## src/rtl/sync_pulse_req_ack.sv

```systemverilog
// sync_pulse_req_ack: clka-side request/acknowledge pulse synchronizer.
// Each ina event is issued as a flip of req_tog. Only one request is outstanding at a time.
// The acknowledge toggle from the clkb domain is synchronized in, and each toggle
// edge completes the outstanding request.
// Optional feature macro SYNC_PULSE_PEND_CNT_EN:
//   defined   -> events arriving while a request is outstanding are queued in a pending counter.
//   undefined -> those events are dropped and pend is tied to zero.
module sync_pulse_req_ack #(
  parameter int unsigned SYNC_STAGES = 2,
  parameter int unsigned PEND_W      = 4
) (
  input  logic              clka,
  input  logic              rsta,
  input  logic              ina,
  output logic              req_tog,
  input  logic              ack_tog,
  output logic              busy,
  output logic              done,
  output logic              drop,
  output logic [PEND_W-1:0] pend
);

  typedef enum logic {
    IDLE     = 1'b0,
    WAIT_ACK = 1'b1
  } state_t;

  state_t                 state, state_nxt;
  logic [SYNC_STAGES-1:0] ack_s;
  logic                   ack_d;
  logic                   ack_evt;
  logic                   pend_any;
  logic                   req_nxt, busy_nxt, done_nxt, drop_nxt;

`ifdef SYNC_PULSE_PEND_CNT_EN
  localparam logic [PEND_W-1:0] PEND_MAX = {PEND_W{1'b1}};
  logic [PEND_W-1:0] pend_q, pend_nxt;

  assign pend_any = |pend_q;
  assign pend     = pend_q;
`else
  assign pend_any = 1'b0;
  assign pend     = '0;
`endif

  // Synchronize ack_tog, then delay it once more so that each toggle yields a single event.
  always_ff @(posedge clka or negedge rsta) begin
    if (!rsta) begin
      ack_s <= '0;
      ack_d <= 1'b0;
    end else begin
      ack_s <= {ack_s[SYNC_STAGES-2:0], ack_tog};
      ack_d <= ack_s[SYNC_STAGES-1];
    end
  end

  assign ack_evt = ack_s[SYNC_STAGES-1] ^ ack_d;

  // Next-state and next-output logic; the acknowledge is ignored while IDLE.
  always_comb begin
    state_nxt = state;
    req_nxt   = req_tog;
    busy_nxt  = busy;
    done_nxt  = 1'b0;
    drop_nxt  = 1'b0;
`ifdef SYNC_PULSE_PEND_CNT_EN
    pend_nxt  = pend_q;
`endif
    case (state)
      IDLE: begin
        if (ina || pend_any) begin
          req_nxt   = ~req_tog;
          busy_nxt  = 1'b1;
          state_nxt = WAIT_ACK;
`ifdef SYNC_PULSE_PEND_CNT_EN
          // A queued event is consumed only when no new event replaces it this cycle.
          if (!ina && pend_any) pend_nxt = pend_q - PEND_W'(1);
`endif
        end
      end
      WAIT_ACK: begin
        if (ack_evt) begin
          done_nxt  = 1'b1;
          busy_nxt  = 1'b0;
          state_nxt = IDLE;
        end
        if (ina) begin
`ifdef SYNC_PULSE_PEND_CNT_EN
          if (pend_q != PEND_MAX) pend_nxt = pend_q + PEND_W'(1);
          else                    drop_nxt = 1'b1;
`else
          drop_nxt = 1'b1;
`endif
        end
      end
      default: state_nxt = IDLE;
    endcase
  end

  // State and registered outputs.
  always_ff @(posedge clka or negedge rsta) begin
    if (!rsta) begin
      state   <= IDLE;
      req_tog <= 1'b0;
      busy    <= 1'b0;
      done    <= 1'b0;
      drop    <= 1'b0;
`ifdef SYNC_PULSE_PEND_CNT_EN
      pend_q  <= '0;
`endif
    end else begin
      state   <= state_nxt;
      req_tog <= req_nxt;
      busy    <= busy_nxt;
      done    <= done_nxt;
      drop    <= drop_nxt;
`ifdef SYNC_PULSE_PEND_CNT_EN
      pend_q  <= pend_nxt;
`endif
    end
  end

endmodule

```

## config.mk

```make
export PLATFORM = sky130hd
export DESIGN_NAME = sync_pulse_req_ack
export DESIGN_NICKNAME = d
export VERILOG_FILES = /design/src/rtl/sync_pulse_req_ack.sv
export SDC_FILE = /design/constraint.sdc
export NUM_CORES = 1
export LEC_CHECK = 0
export ABC_AREA = 1
export CORE_AREA = 2 2 39 41
export DETAILED_ROUTE_END_ITERATION = 16
export DIE_AREA = 0 0 41 43
export HOLD_SLACK_MARGIN = 0.02
export PLACE_DENSITY = 0.56
export SLEW_MARGIN = 5
export SYNTH_ARGS = -nofsm -noshare
export SYNTH_HDL_FRONTEND = slang
export SYNTH_SLANG_ARGS = --single-unit
```

## constraint.sdc

```tcl
create_clock -name clka -period 0.88 [get_ports clka]
set_input_delay 0.088 -clock clka [delete_from_list [all_inputs] [get_ports clka]]
set_output_delay 0.088 -clock clka [all_outputs]
set_load 0.01 [all_outputs]
```

==> results of run 1 <==
cell type report:
type                       instances  share of cell area (%)
inverter                           3                    2.94
sequential                         8                    52.3
clock buffer                       3                    5.88
tap                               16                    5.23
multi-input combinational         15                    17.0
timing repair buffer               8                    16.7
registers in the layout (all words and copies together), names as in the netlist:
name     count
ack_d        1
ack_s        2
busy         1
done         1
drop         1
req_tog      1
state        1
synth_stat cells:
| library cell | instances | share of area (%) |
|---|---|---|
| a21oi_1 | 1 | 1.7 |
| buf_4 | 4 | 10 |
| conb_1 | 1 | 1.3 |
| dfrtp_1 | 8 | 68 |
| inv_1 | 2 | 2.5 |
| inv_2 | 1 | 1.3 |
| nand2_1 | 4 | 5.1 |
| nor2_1 | 4 | 5.1 |
| nor2_2 | 1 | 2.1 |
| xor2_1 | 1 | 3.0 |
logic make-up after synthesis:
kind of cell    count (synthesis)  synth area share [%]
compound gates                  1                  1.69
buf+inv                         7                  14.0
xor+xnor                        1                  2.97
simple gates                    9                  12.3
flops                           8                  67.8
other cells                     1                  1.27
timing repair:
action,in CTS,in global routing
gates resized for setup,16,1
buffers inserted,0,0
setup endpoints to repair,4,3
layer usage:
layer	share of wire [%]	global-route usage (%)	up-vias
met5	0	0	-
met4	0	4.00	0
met2	47	8.13	10
met1	40	6.33	81
met3	12	6.28	0
li1	-	-	93
power groups by stage:
stage	registers (W)	logic [W]	clock network, W
2_1_floorplan	0.000501	0.0000922	0
3_3_place_gp	0.000475	0.000269	0
3_5_place_dp	0.000480	0.000271	0
4_1_cts	0.000472	0.000223	0.000291
5_1_grt	0.000484	0.000276	0.000310
6_report	0.000475	0.000243	0.000274
how the worst min path moves through the flow:
stage          slack (ps)            endpoint  cells past startpoint
2_1_floorplan        -210     ack_d$_DFF_PN0_                      0
5_1_grt               130      done$_DFF_PN0_                      1
3_3_place_gp          330  ack_s[1]$_DFF_PN0_                      0
4_1_cts               110      done$_DFF_PN0_                      1
6_report              110      done$_DFF_PN0_                      1
3_5_place_dp          340  ack_s[1]$_DFF_PN0_                      0
cells in the final DEF, fill, tap and decap left out:
cell | netlist | routed
a21oi_1 | 1 | 1
buf_2 | 0 | 3
buf_4 | 4 | 1
buf_6 | 0 | 1
clkbuf_4 | 0 | 3
clkdlybuf4s50_1 | 0 | 3
conb_1 | 1 | 4
dfrtp_1 | 8 | 8
inv_1 | 2 | 2
inv_2 | 1 | 1
nand2_1 | 4 | 4
nor2_1 | 4 | 4
nor2_2 | 1 | 1
xor2_1 | 1 | 1
metrics by stage:
stage | utilization [%] | instance area (µm²)
2_1_floorplan | - | 307
3_3_place_gp | 27.0 | 374
3_5_place_dp | 27.0 | 374
4_1_cts | 27.2 | 377
5_1_grt | 27.7 | 383
6_report | 27.7 | 383
==> impl_metrics.csv, run 1 <==
group,metric,value,unit
run_status,status,"finished clean",
layout,final-instance-count-excl-fill,53,
yosys,syn_avg_cell_area,10.9,µm²
route,firstDrtPassIters,5,
worst_setup_path,start_kind,"flop",
worst_setup_path,worst-path-buf-inv,1,
placed_design,hpwl,310,µm
clocking,worstSkewPairLatency,250,ps
power_and_ir_drop,switching_share,27.0,%
clocking,cts_buffer_depth,2,
global_routing,grt_start_max_net_pins,9,
power_and_ir_drop,power.density,2590,nW/µm²
global_routing,grt_usage,6.40,%
clocking,cts.sinks,8,
clocking,numCtsBuffers,3,
clocking,cts-root-buf,"clkbuf_4",
global_routing,overflow,0,
yosys,seq_area_frac_synth,67.8,%
sta,finalMaxSlewViolations,0,
yosys,ys_ff_latch,8,
sta,period_share,96.4,%
sta,hold_viol_final,0,
route,vias,184,
clocking,clk_pin_slew,60,ps
worst_setup_path,path_depth,1,
worst_setup_path,worstRegToRegCells,4,
worst_setup_path,crit_arrival,760,ps
layout,drive_gt1_share,27.0,%
route,final_antenna_net_count,0,
worst_hold_path,min-delay-path-class,"in -> async",
layout,syn2layout_area_growth,29.7,%
floorplanning,core_area,1380,µm²
power_and_ir_drop,leakage,0.201,nW
route,drt_wl_total,401,µm
route,via_per_inst,3.47,
yosys,ys.warnings.count,0,
placed_design,dp.cells,50,
worst_setup_path,cp_max_fo,2,
worst_setup_path,crit_chain,"buf_6",
worst_setup_path,critPathTopFamily,"flip-flops",
yosys,syn_inst,27,
power_and_ir_drop,irDropWorstVdd,649,µV
sta,fmax,1180,MHz
worst_setup_path,cp_slowest_cell,"dfrtp_1",
placed_design,gp_congestion,0.700,
floorplanning,die_h,43,µm
sta,hold-worst-slack,109,ps
power_and_ir_drop,totalPowerFinal,0.000993,W
worst_setup_path,r2r_start,"ack_s[1]$_DFF_PN0_",
sta,finalSetupViolCount,0,
layout,nNetsFinal,43,
floorplanning,dieArea,1760,µm²
global_routing,antenna_found_initial,0,
layout,fillerInstances,163,
route,drt_iter0_markers,2,
sta,fin_worst_skew,6.57,ps
worst_setup_path,criticalPathCategory,"reg -> out",
route,routedWlPerCell,7.57,µm
floorplanning,die_w,41,µm
power_and_ir_drop,switching_power,0.000268,W
worst_setup_path,cp_slowest_stage_delay,390,ps
layout,ff_latch_area,200,µm²
yosys,syn_area,295,µm²
worst_setup_path,cp.required,790,ps
power_and_ir_drop,p_seq_share,47.9,%
layout,diodes,0,
worst_setup_path,r2r-end,"state$_DFF_PN0_",
floorplanning,rows,14,
sta,fin_ws,31.5,ps
placed_design,place.port_buffers,7,
power_and_ir_drop,p_comb_share,24.5,%
power_and_ir_drop,clock_power_share,27.6,%
global_routing,grt_pass1_wl,662,µm
floorplanning,io-pin-count,12,
sta,setup-tns-final,0,ps
sta,rsz0062_at_grt,"yes",
worst_setup_path,endpoint_kind,"output port",
layout,multi_input_area,65.1,µm²
yosys,netlist-cell-type-count,10,
placed_design,pre_cts_slack,-69.7,ps
worst_setup_path,crit_start,"req_tog$_DFFE_PN0P_",
worst_setup_path,timing.reg2reg.setup_slack,90,ps
clocking,cts_tree,"done",
run,maxCapViolCount,0,
clocking,hold_buffers,0,
route,route.detailed.drc,0,
worst_setup_path,endpoint,"req_tog",
clocking,htreeDepth,1,
floorplanning,initial_utilization,21.3,%
power_and_ir_drop,p_int,0.000724,W
global_routing,grt_pass1_vias,166,
sta,post-route-min-period,849,ps
Note: power is estimated with default switching activity, not from simulation.
==> run 2: changes to the inputs <==
CTS_CLUSTER_DIAMETER = 120   (was default)
==> results of run 2 <==
Same layout as run 1: the final DEF is identical, and so are final timing and power.
